===== src/rtl/spi_slave_cmd_parser.sv =====
// SPI slave front end: decodes addr/cmd/len frames into CSR writes, CSR reads and PSRAM byte writes.
// Optional CSR read path (command 2) is compiled in with `define SPI_SLAVE_CSR_READ_EN.
module spi_slave_cmd_parser #(
   parameter int pCsrAdrsWidth = 32,
   parameter int pPsAdrsWidth  = 19,
   parameter int pMaxLen       = 2048
) (
   input  logic                     iClk,
   input  logic                     iRst,
   input  logic                     iSpiSck,
   input  logic                     iSpiMosi,
   input  logic                     iSpiCs,
   output logic                     oSpiMiso,
   output logic                     oSpiMisoEn,
   output logic [pCsrAdrsWidth-1:0] oCsrAdrs,
   output logic [31:0]              oCsrWd,
   output logic                     oCsrWe,
   output logic                     oCsrRe,
   input  logic [31:0]              iCsrRd,
   output logic [pPsAdrsWidth-1:0]  oPsAdrs,
   output logic [7:0]               oPsWd,
   output logic                     oPsVd,
   input  logic                     iPsRdy,
   output logic                     oErr,
   output logic                     oBusy
);

   typedef enum logic [2:0] {
      IDLE,
      HDR,
      CSR_WR,
`ifdef SPI_SLAVE_CSR_READ_EN
      CSR_RD_DMY,
      CSR_RD,
`endif
      PS_WR,
      DRAIN
   } state_t;

   state_t state;

   logic [1:0]  sckS, mosiS, csS;
   logic        sckD, csD;
   logic        sckRise, sckFall, csFall;
   logic [62:0] sh;
   logic [63:0] shNext;
   logic [6:0]  bitCnt;
   logic [15:0] lenCnt;
   logic [pPsAdrsWidth-1:0] psNext;
   logic [31:0] hdrAdr;
   logic [15:0] hdrCmd, hdrLen;

   assign sckRise = sckS[1] & ~sckD;
   assign sckFall = ~sckS[1] & sckD;
   assign csFall  = ~csS[1] & csD;
   assign shNext  = {sh, mosiS[1]};
   assign hdrAdr  = shNext[63:32];
   assign hdrCmd  = shNext[31:16];
   assign hdrLen  = shNext[15:0];

`ifdef SPI_SLAVE_CSR_READ_EN
   logic        csrReR, capPend, misoR, misoEnR;
   logic [31:0] rdSh;
   assign oCsrRe     = csrReR;
   assign oSpiMiso   = misoR;
   assign oSpiMisoEn = misoEnR;
`else
   logic unusedCsrRd;
   assign unusedCsrRd = ^iCsrRd;
   assign oCsrRe      = 1'b0;
   assign oSpiMiso    = 1'b1;
   assign oSpiMisoEn  = 1'b0;
`endif

   always_ff @(posedge iClk or posedge iRst) begin
      if (iRst) begin
         sckS     <= 2'b00;
         mosiS    <= 2'b00;
         csS      <= 2'b11;
         sckD     <= 1'b0;
         csD      <= 1'b1;
         state    <= IDLE;
         sh       <= '0;
         bitCnt   <= '0;
         lenCnt   <= '0;
         psNext   <= '0;
         oCsrAdrs <= '0;
         oCsrWd   <= '0;
         oCsrWe   <= 1'b0;
         oPsAdrs  <= '0;
         oPsWd    <= '0;
         oPsVd    <= 1'b0;
         oErr     <= 1'b0;
         oBusy    <= 1'b0;
`ifdef SPI_SLAVE_CSR_READ_EN
         csrReR   <= 1'b0;
         capPend  <= 1'b0;
         misoR    <= 1'b1;
         misoEnR  <= 1'b0;
         rdSh     <= '0;
`endif
      end else begin
         sckS  <= {sckS[0], iSpiSck};
         mosiS <= {mosiS[0], iSpiMosi};
         csS   <= {csS[0], iSpiCs};
         sckD  <= sckS[1];
         csD   <= csS[1];
         oBusy <= ~csS[1];
         oCsrWe <= 1'b0;
         // A pending PSRAM byte survives CS aborts until the writer takes it.
         if (oPsVd && iPsRdy) oPsVd <= 1'b0;
`ifdef SPI_SLAVE_CSR_READ_EN
         csrReR  <= 1'b0;
         capPend <= csrReR;
         if (capPend) rdSh <= iCsrRd;
`endif
         if (csS[1]) begin
            state <= IDLE;
`ifdef SPI_SLAVE_CSR_READ_EN
            misoEnR <= 1'b0;
            misoR   <= 1'b1;
`endif
         end else begin
            case (state)
               IDLE: if (csFall) begin
                  state  <= HDR;
                  bitCnt <= '0;
                  oErr   <= 1'b0;
               end
               HDR: if (sckRise) begin
                  sh     <= shNext[62:0];
                  bitCnt <= bitCnt + 7'd1;
                  if (bitCnt == 7'd63) begin
                     bitCnt   <= '0;
                     oCsrAdrs <= hdrAdr[pCsrAdrsWidth-1:0];
                     psNext   <= hdrAdr[pPsAdrsWidth-1:0];
                     lenCnt   <= hdrLen;
                     if (hdrCmd == 16'd1 && hdrLen == 16'd4)
                        state <= CSR_WR;
`ifdef SPI_SLAVE_CSR_READ_EN
                     else if (hdrCmd == 16'd2 && hdrLen == 16'd4) begin
                        state  <= CSR_RD_DMY;
                        csrReR <= 1'b1;
                     end
`endif
                     else if (hdrCmd == 16'd3 && hdrLen != 16'd0 &&
                              {16'd0, hdrLen} <= 32'(pMaxLen))
                        state <= PS_WR;
                     else begin
                        state <= DRAIN;
                        if (hdrCmd != 16'd0) oErr <= 1'b1;
                     end
                  end
               end
               CSR_WR: if (sckRise) begin
                  sh     <= shNext[62:0];
                  bitCnt <= bitCnt + 7'd1;
                  if (bitCnt == 7'd31) begin
                     oCsrWd <= shNext[31:0];
                     oCsrWe <= 1'b1;
                     state  <= DRAIN;
                  end
               end
`ifdef SPI_SLAVE_CSR_READ_EN
               CSR_RD_DMY: if (sckRise) begin
                  bitCnt <= bitCnt + 7'd1;
                  if (bitCnt == 7'd7) begin
                     bitCnt  <= '0;
                     state   <= CSR_RD;
                     misoEnR <= 1'b1;
                     misoR   <= rdSh[31];
                  end
               end
               // The falling edge closing the last dummy bit must not advance,
               // so shifting starts only after the host has sampled bit 31.
               CSR_RD: if (sckRise) begin
                  bitCnt <= bitCnt + 7'd1;
                  if (bitCnt == 7'd31) begin
                     state   <= DRAIN;
                     misoEnR <= 1'b0;
                     misoR   <= 1'b1;
                  end
               end else if (sckFall && bitCnt != 7'd0) begin
                  rdSh  <= {rdSh[30:0], 1'b0};
                  misoR <= rdSh[30];
               end
`endif
               PS_WR: if (sckRise) begin
                  sh     <= shNext[62:0];
                  bitCnt <= bitCnt + 7'd1;
                  if (bitCnt == 7'd7) begin
                     bitCnt <= '0;
                     psNext <= psNext + 1'b1;
                     lenCnt <= lenCnt - 16'd1;
                     if (oPsVd && !iPsRdy)
                        oErr <= 1'b1;
                     else begin
                        oPsVd   <= 1'b1;
                        oPsWd   <= shNext[7:0];
                        oPsAdrs <= psNext;
                     end
                     if (lenCnt == 16'd1) state <= DRAIN;
                  end
               end
               DRAIN: ;
               default: state <= IDLE;
            endcase
         end
      end
   end

endmodule


===== config.mk =====
export PLATFORM = sky130hd
export DESIGN_NAME = spi_slave_cmd_parser
export DESIGN_NICKNAME = d
export VERILOG_FILES = /design/src/rtl/spi_slave_cmd_parser.sv
export SDC_FILE = /design/constraint.sdc
export NUM_CORES = 1
export LEC_CHECK = 0
export ABC_AREA = 1
export BUFFER_PORTS_ARGS = -buffer_cell sky130_fd_sc_hd__buf_2
export CAP_MARGIN = 20
export CORE_MARGIN = 1
export CORE_UTILIZATION = 52
export DETAILED_ROUTE_END_ITERATION = 8
export PLACE_DENSITY = 0.74
export SYNTH_ARGS = -nofsm -noshare
export SYNTH_HDL_FRONTEND = slang
export SYNTH_SLANG_ARGS = --single-unit
export TNS_END_PERCENT = 20

===== constraint.sdc =====
create_clock -name iClk -period 16.15 [get_ports iClk]
set_input_delay 0 -clock iClk [delete_from_list [all_inputs] [get_ports iClk]]
set_output_delay 0 -clock iClk [all_outputs]
set_load 0.05 [all_outputs]

* Yosys cells after proc, flatten, opt, wreduce, memory -nomap -nowiden *
Index checks and enable logic that the tools add are counted.
W data, S select, Z words.

word-level totals
  output and inout port bits = 98
  flip-flop bits (word level) = 211

cells by class
  equality and inequality tests = 30
  magnitude comparators = 1
  reductions and logical operators = 21
  mux-type cells = 49
  $add $sub $neg = 3
  bitwise gates (word level) = 5

operators by type and width
  operator                 count
  $mux W19                 4
  $mux W16                 4
  $mux W7                  6
  $pmux W19 S2             1
  $mux W3                  11
  $eq A16 B1 Y1 const B    2
  $pmux W16 S2             1
  $reduce_bool A16 Y1      2
  $pmux W7 S4              1
  $ne A3 B3 Y1 const B     8
  $ne A2 B2 Y1 const B     11
  $add A19 B1 Y19 const B  1
  $mux W1                  19
  $eq A16 B2 Y1 const B    1
  $eq A16 B3 Y1 const B    1
  $le A16 B12 Y1 const B   1
  $sub A16 B1 Y16 const B  1
  $pmux W3 S5              1
  $reduce_and A6 Y1        2
  $reduce_and A11 Y1       1
  $reduce_and A9 Y1        1
  $reduce_and A4 Y1        2
  $add A7 B1 Y7 const B    1
  $eq A7 B3 Y1 const B     1
  17 further kinds         25

* Logic depth before layout (Yosys ltp) *
Gate-level depths: netlist of run 1.

  depth in word-level cells = 9
  gate-level depth with buffers = 13

* Worst setup path before layout of run 1 *
No wires, ideal clock.

  kind = flip-flop to flip-flop
  start = register bitCnt[0]
  end = register psNext[9]
  library setup time = 139 ps
  arrival time = 1515 ps
  stages on the path, launching flop included = 10
  data required time = 16011 ps
  path slack = 14496 ps
  buffers on the path = 1
  cell sequence = dfrtp_1 > ha_1 > nand2_1 > nor2_1 > nand3_1 > nand2_2 > nand2_1 > nor2_4 > clkbuf_1 > a22oi_1

between the ends
  word-level cells in the longest chain between the ends = 3

ends and longest elaborated chain
  what                                          RTL line  RTL
  from (decl)                                   47        logic [6:0] bitCnt;
  from (signal assigned)                        132       bitCnt <= bitCnt + 7'd1;
  from (signal assigned)                        157       bitCnt <= bitCnt + 7'd1;
  from (signal assigned)                        190       bitCnt <= bitCnt + 7'd1;
  $eq A7 B3 Y1 or $eq A7 B6 Y1 (tied branches)  191, 133
  $ne A2 B2 Y1 (no line)                        -
  $reduce_and A6 Y1 (no line) *                 -
  to (signal assigned)                          136       psNext <= hdrAdr[pPsAdrsWidth-1:0];
  to (signal assigned)                          193       psNext <= psNext + 1'b1;
  to (decl)                                     49        logic [pPsAdrsWidth-1:0] psNext;

Every way passes the cells marked *; elsewhere a longest branch is shown, timed or not.
A chain may end at the register's enable or synchronous reset.

* Worst setup path in the final report of run 1 *
  start = register state[2]
  end = register sh[40]

between the ends
  word-level cells in the longest chain between the ends = 3

ends and longest elaborated chain
  what                                          RTL line  RTL
  from (decl)                                   40        state_t state;
  from (signal assigned)                        82        state <= IDLE;
  from (signal assigned)                        118       state <= IDLE;
  from (signal assigned)                        126       state <= HDR;
  $eq A3 B2 Y1 or $eq A3 B1 Y1 (tied branches)  124       case (state)
  $reduce_or A3 Y1 (no line) *                  -
  $reduce_and A3 Y1 (no line) *                 -
  to (signal assigned)                          131       sh <= shNext[62:0];
  to (signal assigned)                          156       sh <= shNext[62:0];
  to (signal assigned)                          189       sh <= shNext[62:0];
  to (decl)                                     45        logic [62:0] sh;

Marked as above.

==> run metrics, run 1 <==
status=complete, no violations; vias in the first global route=6,973; Tcrit/Tclk final=0.173; CTS tree=built; pwr/cell area=123 nW/µm²; maximum root-to-sink buffer count=3; min Tclk post-route=2.80 ns; fraction of layout cells with a size suffix above 1=0.159; Final WS setup=13.35 ns; Max IR drop VDD=0.0000856 V; Crit Path Class=flip-flop to flip-flop; PortBufs=100; post-synthesis cell count=1,132; Max-Cap Viols=0; CP Capture Type=flip-flop; DR vias=7,551; largest net degree at the start of global routing=147; drt first pass iters=5; # fillers=1,556; die area=18,800 µm²; Worst R2R Start=state[2]$_DFFE_PP0P_; number of synthesized register bits=211; Die Y-Extent=137 µm; post-detailed-route count of antenna-violating nets=0; top cells by area, synth=dfrtp_1 55%, nand2_1 12%, o21ai_0 10%; H-tree levels=1; synthesis-to-finish area growth=15.9%; root buffer cell=clkbuf_16; reg2reg path depth=11; r2r endpoint=sh[40]$_DFFE_PP0P_; GRT overflow=0; Critical Path Source Type=flip-flop; share of flip-flops with an asynchronous set or reset=1.00; final HPWL from detailed placement=13,600 µm; Setup Buffers After CTS=0; RSZ-0062 raised after global routing=no; post-layout util=0.614; relative slew slack=0.364; num rows=49; Slew Viols, Final=0; Worst EP arrival=3.16 ns; CTS Sinks=211; core area=18,000 µm²; r2r setup slk=13.35 ns; clock latency on the worst-skew pair=0.51 ns; total track usage=0.226; min-delay worst type=primary input to async pin; initial antenna violation count=0; top-area cell type share of the netlist area=0.547; WL/cell=13.9 µm; hold slack final=0.0381 ns; total power=1.35 mW; # IOs=136; Vias per Instance=5.14; DRC viols=0; setup_tns=0 ns; Hold Fails Final Rpt=0; EDFF count, synth=0; Worst Tran Pin Value=0.954 ns; WP data required=16.51 ns; LEAKAGE=5.51 nW; Reg clk slew, reported paths=0.06 ns; Setup-failing EPs final=0; Yosys cell types=35; skew final=0.0146 ns; worst-path fanout max=76; Mapped Area=9520 µm²; global-route wire length before repair=33,800 µm; CTS Buf Count=23; post-cts gate resize count=0; Avg Cell Area, Syn=8.41 µm²; Iteration-0 DRC Markers=475; die width=137 µm; maximum clock rate=357 MHz; Yosys top cell by area=dfrtp_1; Synth Flop Type=dfrtp_1; antenna cells=0; sequential-to-total area share from yosys stat=0.555; final WL=20,400 µm; gpl congestion=0.888; Nets=1,265; Initial Util=0.530; synth warn=0; Post-Place Setup Slack=13.38 ns
## area by class of cell
cell class / instances / area [µm²] / share of cell area
Clock buffer: 36 / 714 / 0.0648
Sequential cell: 211 / 5280 / 0.479
Tap cell: 229 / 287 / 0.0260
Timing Repair Buffer: 113 / 643 / 0.0583
Clock inverter: 6 / 109 / 0.00987
Inverter: 138 / 526 / 0.0477
Multi-Input combinational cell: 736 / 3460 / 0.314
## state kept, by name, summed over array words and instances (netlist names), 7 cells and up
name and cells:
bitCnt 7, lenCnt 16, oCsrAdrs 32, oCsrWd 32, oPsAdrs 19, oPsWd 8, psNext 19, sh 63
## repair_timing
item                                   CTS  global route
hold buffers                             5             0
endpoints found under the hold margin  146             0
setup endpoints to repair                0             0
## cells by family after synthesis
| logic type | after synthesis | synth area share |
|---|---|---|
| flip-flops | 211 | 0.555 |
| XOR/XNOR | 11 | 0.0101 |
| adder cells (fa/ha/maj) | 4 | 0.00526 |
| other | 2 | 0.000789 |
| AND/OR/NAND/NOR | 461 | 0.201 |
| buffers and inverters | 186 | 0.0818 |
| multiplexers | 2 | 0.00237 |
| AO/OA/AOI/OAI | 255 | 0.143 |
## per-stage QoR
| step | cells | cell area (µm²) |
|---|---|---|
| after floorplan | 1133 | 9520 |
| after global placement | 1420 | 10100 |
| after detailed placement | 1420 | 10100 |
| after CTS | 1467 | 11000 |
| after global routing | 1469 | 11000 |
| final | 1469 | 11000 |
## layer usage
layer | vias to the layer above | wire length [µm] | track usage
met3 | 44 | 986 | 0.0379
li1 | 3792 | - | -
met2 | 173 | 9530 | 0.365
met1 | 3542 | 9370 | 0.309
met5 | - | 0 | 0
met4 | 0 | 556 | 0.0769
## Yosys cell counts (all sizes together), types with 5 or more instances
master	count
nand2	306
o21ai	216
dfrtp	208
inv	138
nor2	89
nand3	40
a21oi	26
clkbuf	26
buf	22
nor3	13
nand4	10
xor2	9
a22oi	5
## power by group
group | switching [mW] | internal (mW)
Sequential | 0.0259 | 0.555
Combinational | 0.152 | 0.0613
Clock | 0.209 | 0.351
Total | 0.386 | 0.968
## placed cells by master, fill, tap and decap left out, drive strengths merged, types with 5 or more instances in the layout
cell type,Yosys,final
nor2,89,89
nand3,40,40
o21ai,216,216
inv,138,139
a21oi,26,26
a22oi,5,5
nand2,306,306
dlygate4sd3,0,5
xor2,9,9
clkbuf,26,36
dfrtp,208,208
nand4,10,10
nor3,13,13
buf,22,108
## worst max path at each step
stage,start,endpoint,slack [ns],depth (start not counted)
floorplan,iRst,bitCnt[0]$_DFFE_PP0P_,10.39,1
global placement,state[2]$_DFFE_PP0P_,sh[47]$_DFFE_PP0P_,13.42,11
detailed placement,state[2]$_DFFE_PP0P_,sh[51]$_DFFE_PP0P_,13.38,11
CTS,state[2]$_DFFE_PP0P_,sh[57]$_DFFE_PP0P_,13.34,11
global route,state[2]$_DFFE_PP0P_,sh[40]$_DFFE_PP0P_,13.05,11
finish,state[2]$_DFFE_PP0P_,sh[40]$_DFFE_PP0P_,13.35,11
## critical path: stages, from the launching register on
cell and delay, ns:
dfrtp_1 0.42, inv_2 0.11, nand2_4 0.10, inv_2 0.04, nand2_2 0.08, nor2_1 0.06, nor2_2 0.10, nand2_2 0.11
nor2_4 0.25, buf_4 0.49, buf_4 0.65, o21ai_0 0.17
Power figures use the tool's default switching activity.
==> run 2, diff against run 1 <==
--- a/config.mk
+++ b/config.mk
@@ -11,7 +11,7 @@
 export CORE_MARGIN = 1
 export CORE_UTILIZATION = 52
 export DETAILED_ROUTE_END_ITERATION = 8
-export PLACE_DENSITY = 0.74
+export PLACE_DENSITY = 0.76
 export SYNTH_ARGS = -nofsm -noshare
 export SYNTH_HDL_FRONTEND = slang
 export SYNTH_SLANG_ARGS = --single-unit
==> constraint.sdc (replaced) <==
create_clock -name iClk -period 2.3 [get_ports iClk]
set_input_delay 0 -clock iClk [delete_from_list [all_inputs] [get_ports iClk]]
set_output_delay 0 -clock iClk [all_outputs]
set_load 0.05 [all_outputs]
==> run 2 against run 1 <==
Against the previous run: total power grew to 6.8 times the previous value; sequential power grew to 7.0 times the previous value; fmax is 38% higher; clock-buffer cell count stayed put; global-route usage is 0.58 points higher; non-clock buffer count is 13 higher; register-to-register slack worse by 13 ns; cell count is 0.75% higher; via count is 0.65% higher; largest cell class unchanged; first-iteration DRC count is 7.6% lower; clock power grew to 6.4 times the previous value; sequential share of layout area is 0.41 points lower.
==> run metrics, run 2 (synthesized netlist as in run 1, its figures left out) <==
Tcrit/Tclk final=0.886 (+0.712); Reg clk slew, reported paths=0.06 ns (about the same); H-tree levels=1 (unchanged); maximum clock rate=491 MHz (+38%); gpl congestion=0.897 (+0.93%); Initial Util=0.530 (unchanged); commonest non-fill, non-tap cells in the layout=292 x nand2_1, 208 x dfrtp_1, 195 x o21ai_0; clock latency on the worst-skew pair=0.52 ns (about the same); vias in the first global route=7,040 (+0.96%); Iteration-0 DRC Markers=439 (-7.6%); CTS tree=built; Slew Viols, Final=0 (unchanged); max reg flops=63 (unchanged); dpl cell area=10,300 µm² (+2.2%); core area=18,000 µm² (unchanged); synthesis-to-finish area growth=16.9%; min Tclk post-route=2.04 ns (-0.764 ns); status=complete, no violations; r2r setup slk=0.26 ns (-13.09 ns); RSZ-0062 raised after global routing=no; GRT overflow=0 (unchanged); most common cell after layout, fill and taps aside=nand2_1; Max-Cap Viols=0 (unchanged); post-detailed-route count of antenna-violating nets=0 (unchanged); hold slack final=0.0888 ns (+0.0507 ns); min-delay worst type=primary input to async pin; relative slew slack=0.618 (+0.254); root buffer cell=clkbuf_16; DRC viols=0 (unchanged); # fillers=1,588 (+2.1%); worst-path fanout max=16 (-79%); post-cts gate resize count=0 (unchanged); Max IR drop VDD=0.000595 V (+590%); DR vias=7,600 (+0.65%); Post-Place Setup Slack=0.254 ns (-13.13 ns); largest net degree at the start of global routing=121 (-18%); num rows=49 (unchanged); antenna cells=0 (unchanged); Worst EP arrival=2.44 ns (-0.72 ns); CTS Buf Count=23 (unchanged); Final WS setup=0.263 ns (-13.09 ns); Setup-failing EPs final=0 (unchanged); CTS Sinks=211 (unchanged); maximum root-to-sink buffer count=3 (unchanged); Hold Fails Final Rpt=0 (unchanged); Critical Path Source Type=flip-flop; total track usage=0.232 (+0.00582); # IOs=136 (unchanged); die area=18,800 µm² (unchanged); CP Capture Type=flip-flop; WL/cell=14.0 µm (+0.46%); Most flops, register=sh; die width=137 µm (unchanged); Die Y-Extent=137 µm (unchanged); LEAKAGE=5.56 nW (+0.85%); Worst Tran Pin Value=0.572 ns (-0.382 ns); initial antenna violation count=0 (unchanged); fraction of layout cells with a size suffix above 1=0.164 (+0.00500); Nets=1,278 (+1.0%); Vias per Instance=5.14 (about the same); WP data required=2.70 ns (-13.81 ns); pwr/cell area=833 nW/µm² (+580%); global-route wire length before repair=34,600 µm (+2.3%); Design Area, Final=11,100 µm² (+0.86%); drt first pass iters=5 (unchanged); Crit Path Class=flip-flop to flip-flop; skew final=0.0144 ns (-0.000237 ns); final WL=20,700 µm (+1.2%); PortBufs=100 (unchanged); top flop regs=sh x63, oCsrAdrs x32, oCsrWd x32; final HPWL from detailed placement=14,300 µm (+4.6%)
## run 2: critical path, cell delays in order (launching register included)
cell and delay (ns):
dfrtp_1 0.38, ha_1 0.18, nand2_1 0.08, nor2_1 0.13
nand3_1 0.15, nand2_2 0.15, nand2_1 0.12, nor2_4 0.33
buf_4 0.21, o211ai_1 0.08, o21ai_0 0.09, inv_1 0.05
## run 2: final timing paths
path                                            start                        to  cells after the start
worst max register to register  bitCnt[0]$_DFFE_PP0P_     lenCnt[3]$_DFFE_PP0P_                     11
worst max-delay path            bitCnt[0]$_DFFE_PP0P_     lenCnt[3]$_DFFE_PP0P_                     11
worst min register to register     mosiS[0]$_DFF_PP0_        mosiS[1]$_DFF_PP0_                      0
max in group asynchronous                        iRst             csD$_DFF_PP1_                      4
worst min-delay path                             iRst  oCsrAdrs[18]$_DFFE_PP0P_                      3
min in group iClk                              iSpiCs          csS[0]$_DFF_PP1_                      2
## run 2: what timing repair did
item / in CTS / in global routing
hold buffers: 5 / 0
endpoints found under the hold margin: 72 / 0
setup buffers: 0 / 0
## run 2: final cells by class
type | count | area, µm² | area share
sequential | 211 | 5280 | 0.475
multi-input combinational | 736 | 3460 | 0.311
timing repair buffer | 126 | 821 | 0.0738
clock buffer | 36 | 684 | 0.0616
inverter | 138 | 522 | 0.0469
tap | 229 | 287 | 0.0258
clock inverter | 4 | 60.1 | 0.00540
## run 2: report_power, final
| part | switching (mW) | internal [mW] |
|---|---|---|
| logic | 1.09 | 0.493 |
| clock network | 1.44 | 2.16 |
| registers | 0.185 | 3.90 |
## run 2: metrics by stage
| stage | util | std cells | setup TNS, ns | power, mW |
|---|---|---|---|---|
| floorplan | - | 1133 | -91.47 | 5.33 |
| global placement | 0.575 | 1435 | 0 | 5.68 |
| detailed placement | 0.575 | 1435 | 0 | 5.71 |
| CTS | 0.619 | 1480 | 0 | 9.34 |
| global route | 0.619 | 1480 | 0 | 9.77 |
| finish | 0.619 | 1480 | 0 | 9.26 |
## run 2: layer usage
layer | share of wire | wire, µm | vias up | GRT usage
met5 | 0 | 0 | - | 0
met4 | 0.028 | 586 | 0 | 0.0800
met3 | 0.043 | 880 | 40 | 0.0331
met2 | 0.47 | 9680 | 177 | 0.371
met1 | 0.46 | 9540 | 3565 | 0.324
li1 | - | - | 3818 | -
==> run 3, diff against run 2 <==
--- a/config.mk
+++ b/config.mk
@@ -11,7 +11,8 @@
 export CORE_MARGIN = 1
 export CORE_UTILIZATION = 52
 export DETAILED_ROUTE_END_ITERATION = 8
-export PLACE_DENSITY = 0.76
+export PLACE_DENSITY = 0.74
+export SETUP_SLACK_MARGIN = 0.4
 export SYNTH_ARGS = -nofsm -noshare
 export SYNTH_HDL_FRONTEND = slang
 export SYNTH_SLANG_ARGS = --single-unit
==> constraint.sdc (replaced) <==
create_clock -name iClk -period 2.4 [get_ports iClk]
set_input_delay 0 -clock iClk [delete_from_list [all_inputs] [get_ports iClk]]
set_output_delay 0 -clock iClk [all_outputs]
set_load 0.05 [all_outputs]
==> run 3 against run 2 <==
Against the previous run: global-route usage increased by 0.19 points; cell count increased by 0.68%; worst setup slack improved by 0.21 ns.
==> run metrics, run 3 (synthesized netlist as in run 1, its figures left out) <==
core area=18,000 µm² (unchanged); largest net degree at the start of global routing=76 (-37%); Nets=1,286 (+0.63%); Vias per Instance=5.20 (+1.3%); GRT overflow=0 (unchanged); CTS Sinks=211 (unchanged); most common cell after layout, fill and taps aside=nand2_1; clock latency on the worst-skew pair=0.53 ns (about the same); CP Capture Type=flip-flop; Critical Path Source Type=flip-flop; Max-Cap Viols=0 (unchanged); setup_tns=0 ns (unchanged); worst-path fanout max=5 (-11); # fillers=1,525 (-4.0%); Most flops, register=sh; Setup-failing EPs final=0 (unchanged); RSZ-0062 raised after global routing=yes; placed cells=1,431 (-0.28%); Die Y-Extent=137 µm (unchanged); LEAKAGE=5.62 nW (+1.2%); Initial Util=0.530 (unchanged); total power=9.08 mW (-1.9%); max reg flops=63 (unchanged); PortBufs=100 (unchanged); hold slack final=0.115 ns (+0.0267 ns); Tcrit/Tclk final=0.802 (-0.0840); gpl congestion=0.875 (-2.4%); DRC viols=0 (unchanged); final WL=21,500 µm (+4.1%); maximum clock rate=520 MHz (+5.9%); top flop regs=sh x63, oCsrAdrs x32, oCsrWd x32; maximum root-to-sink buffer count=3 (unchanged); die area=18,800 µm² (unchanged); status=complete, no violations; relative slew slack=0.646 (+0.0282); total track usage=0.234 (+0.00195); WL/cell=14.5 µm (+3.4%); Slew Viols, Final=0 (unchanged); final HPWL from detailed placement=14,200 µm (-0.75%); min Tclk post-route=1.92 ns (-0.113 ns); Iteration-0 DRC Markers=399 (-9.1%); skew final=0.0155 ns (+0.00112 ns); pwr/cell area=807 nW/µm² (-3.1%); initial antenna violation count=0 (unchanged); commonest non-fill, non-tap cells in the layout=291 x nand2_1, 208 x dfrtp_1, 194 x o21ai_0; Hold Fails Final Rpt=0 (unchanged); global-route wire length before repair=35,000 µm (+1.2%); Post-Place Setup Slack=0.306 ns (+0.0521 ns); Reg clk slew, reported paths=0.06 ns (about the same); drt first pass iters=5 (unchanged); Worst Tran Pin Value=0.531 ns (-0.0410 ns); Final WS setup=0.476 ns (+0.213 ns); die width=137 µm (unchanged); num rows=49 (unchanged); vias in the first global route=7,185 (+2.1%); Max IR drop VDD=0.000549 V (-7.7%); WP data required=2.80 ns (+0.10 ns); Non-Filler Instances=1,490 (+0.68%); CTS Buf Count=23 (unchanged); post-detailed-route count of antenna-violating nets=0 (unchanged); Worst EP arrival=2.32 ns (-0.12 ns); root buffer cell=clkbuf_16; fraction of layout cells with a size suffix above 1=0.178 (+0.0146); H-tree levels=1 (unchanged); Crit Path Class=flip-flop to flip-flop; DR vias=7,751 (+2.0%); min-delay worst type=primary input to flip-flop; antenna cells=0 (unchanged); CTS tree=built; # IOs=136 (unchanged); synthesis-to-finish area growth=18.3%
run 3: metrics by stage:
| stage | util | area, µm² |
|---|---|---|
| after floorplan | - | 9520 |
| after global placement | 0.572 | 10300 |
| after global routing | 0.627 | 11300 |
| after CTS | 0.620 | 11100 |
| final | 0.627 | 11300 |
| after detailed placement | 0.572 | 10300 |
run 3: per-layer routing:
layer  vias to the layer above  part of all wire  global-route usage
li1                       3839                 -                   -
met1                      3683              0.46               0.314
met2                       191              0.47               0.387
met3                        38             0.049              0.0372
met4                         0             0.026              0.0781
met5                         -                 0                   0
run 3: path summary, 6_finish.rpt:
path | start | endpoint | slack [ns] | depth (start not counted)
max reg2reg | psNext[0]$_DFFE_PP0P_ | psNext[12]$_DFFE_PP0P_ | 0.48 | 7
min reg2reg | sckS[0]$_DFF_PP0_ | sckS[1]$_DFF_PP0_ | 0.35 | 0
max | psNext[0]$_DFFE_PP0P_ | psNext[12]$_DFFE_PP0P_ | 0.48 | 7
min in group asynchronous | iRst | oCsrAdrs[18]$_DFFE_PP0P_ | 0.21 | 4
min | iSpiCs | csS[0]$_DFF_PP1_ | 0.12 | 2
max in group asynchronous | iRst | oPsAdrs[2]$_DFFE_PP0P_ | 1.72 | 4
run 3: what timing repair did:
item	CTS	global route
setup endpoints to repair	6	55
gates cloned	0	1
hold buffers	5	0
pin swaps	1	4
buffers inserted	3	8
hold endpoints to repair	215	0
resized for setup	0	7
run 3: layout make-up:
class,instances,area [µm²],share of cell area
Timing Repair Buffer,134,911,0.0809
Tap cell,229,287,0.0254
Sequential cell,211,5280,0.469
Multi-Input combinational cell,736,3480,0.309
Inverter,138,522,0.0463
Clock buffer,33,683,0.0607
Clock inverter,9,91.3,0.00811
run 3: worst max-delay path, stage by stage (launching register included):
cell	delay (ns)
dfrtp_1	0.44
ha_1	0.29
nand3_1	0.16
nor3_1	0.34
nand2_1	0.15
xor2_1	0.16
o21ai_0	0.15
o21ai_0	0.11
run 3: where the power goes:
group / internal (mW) / total [mW] / switching, mW
Clock: 2.10 / 3.56 / 1.46
Sequential: 3.74 / 3.91 / 0.175
Combinational: 0.536 / 1.61 / 1.08
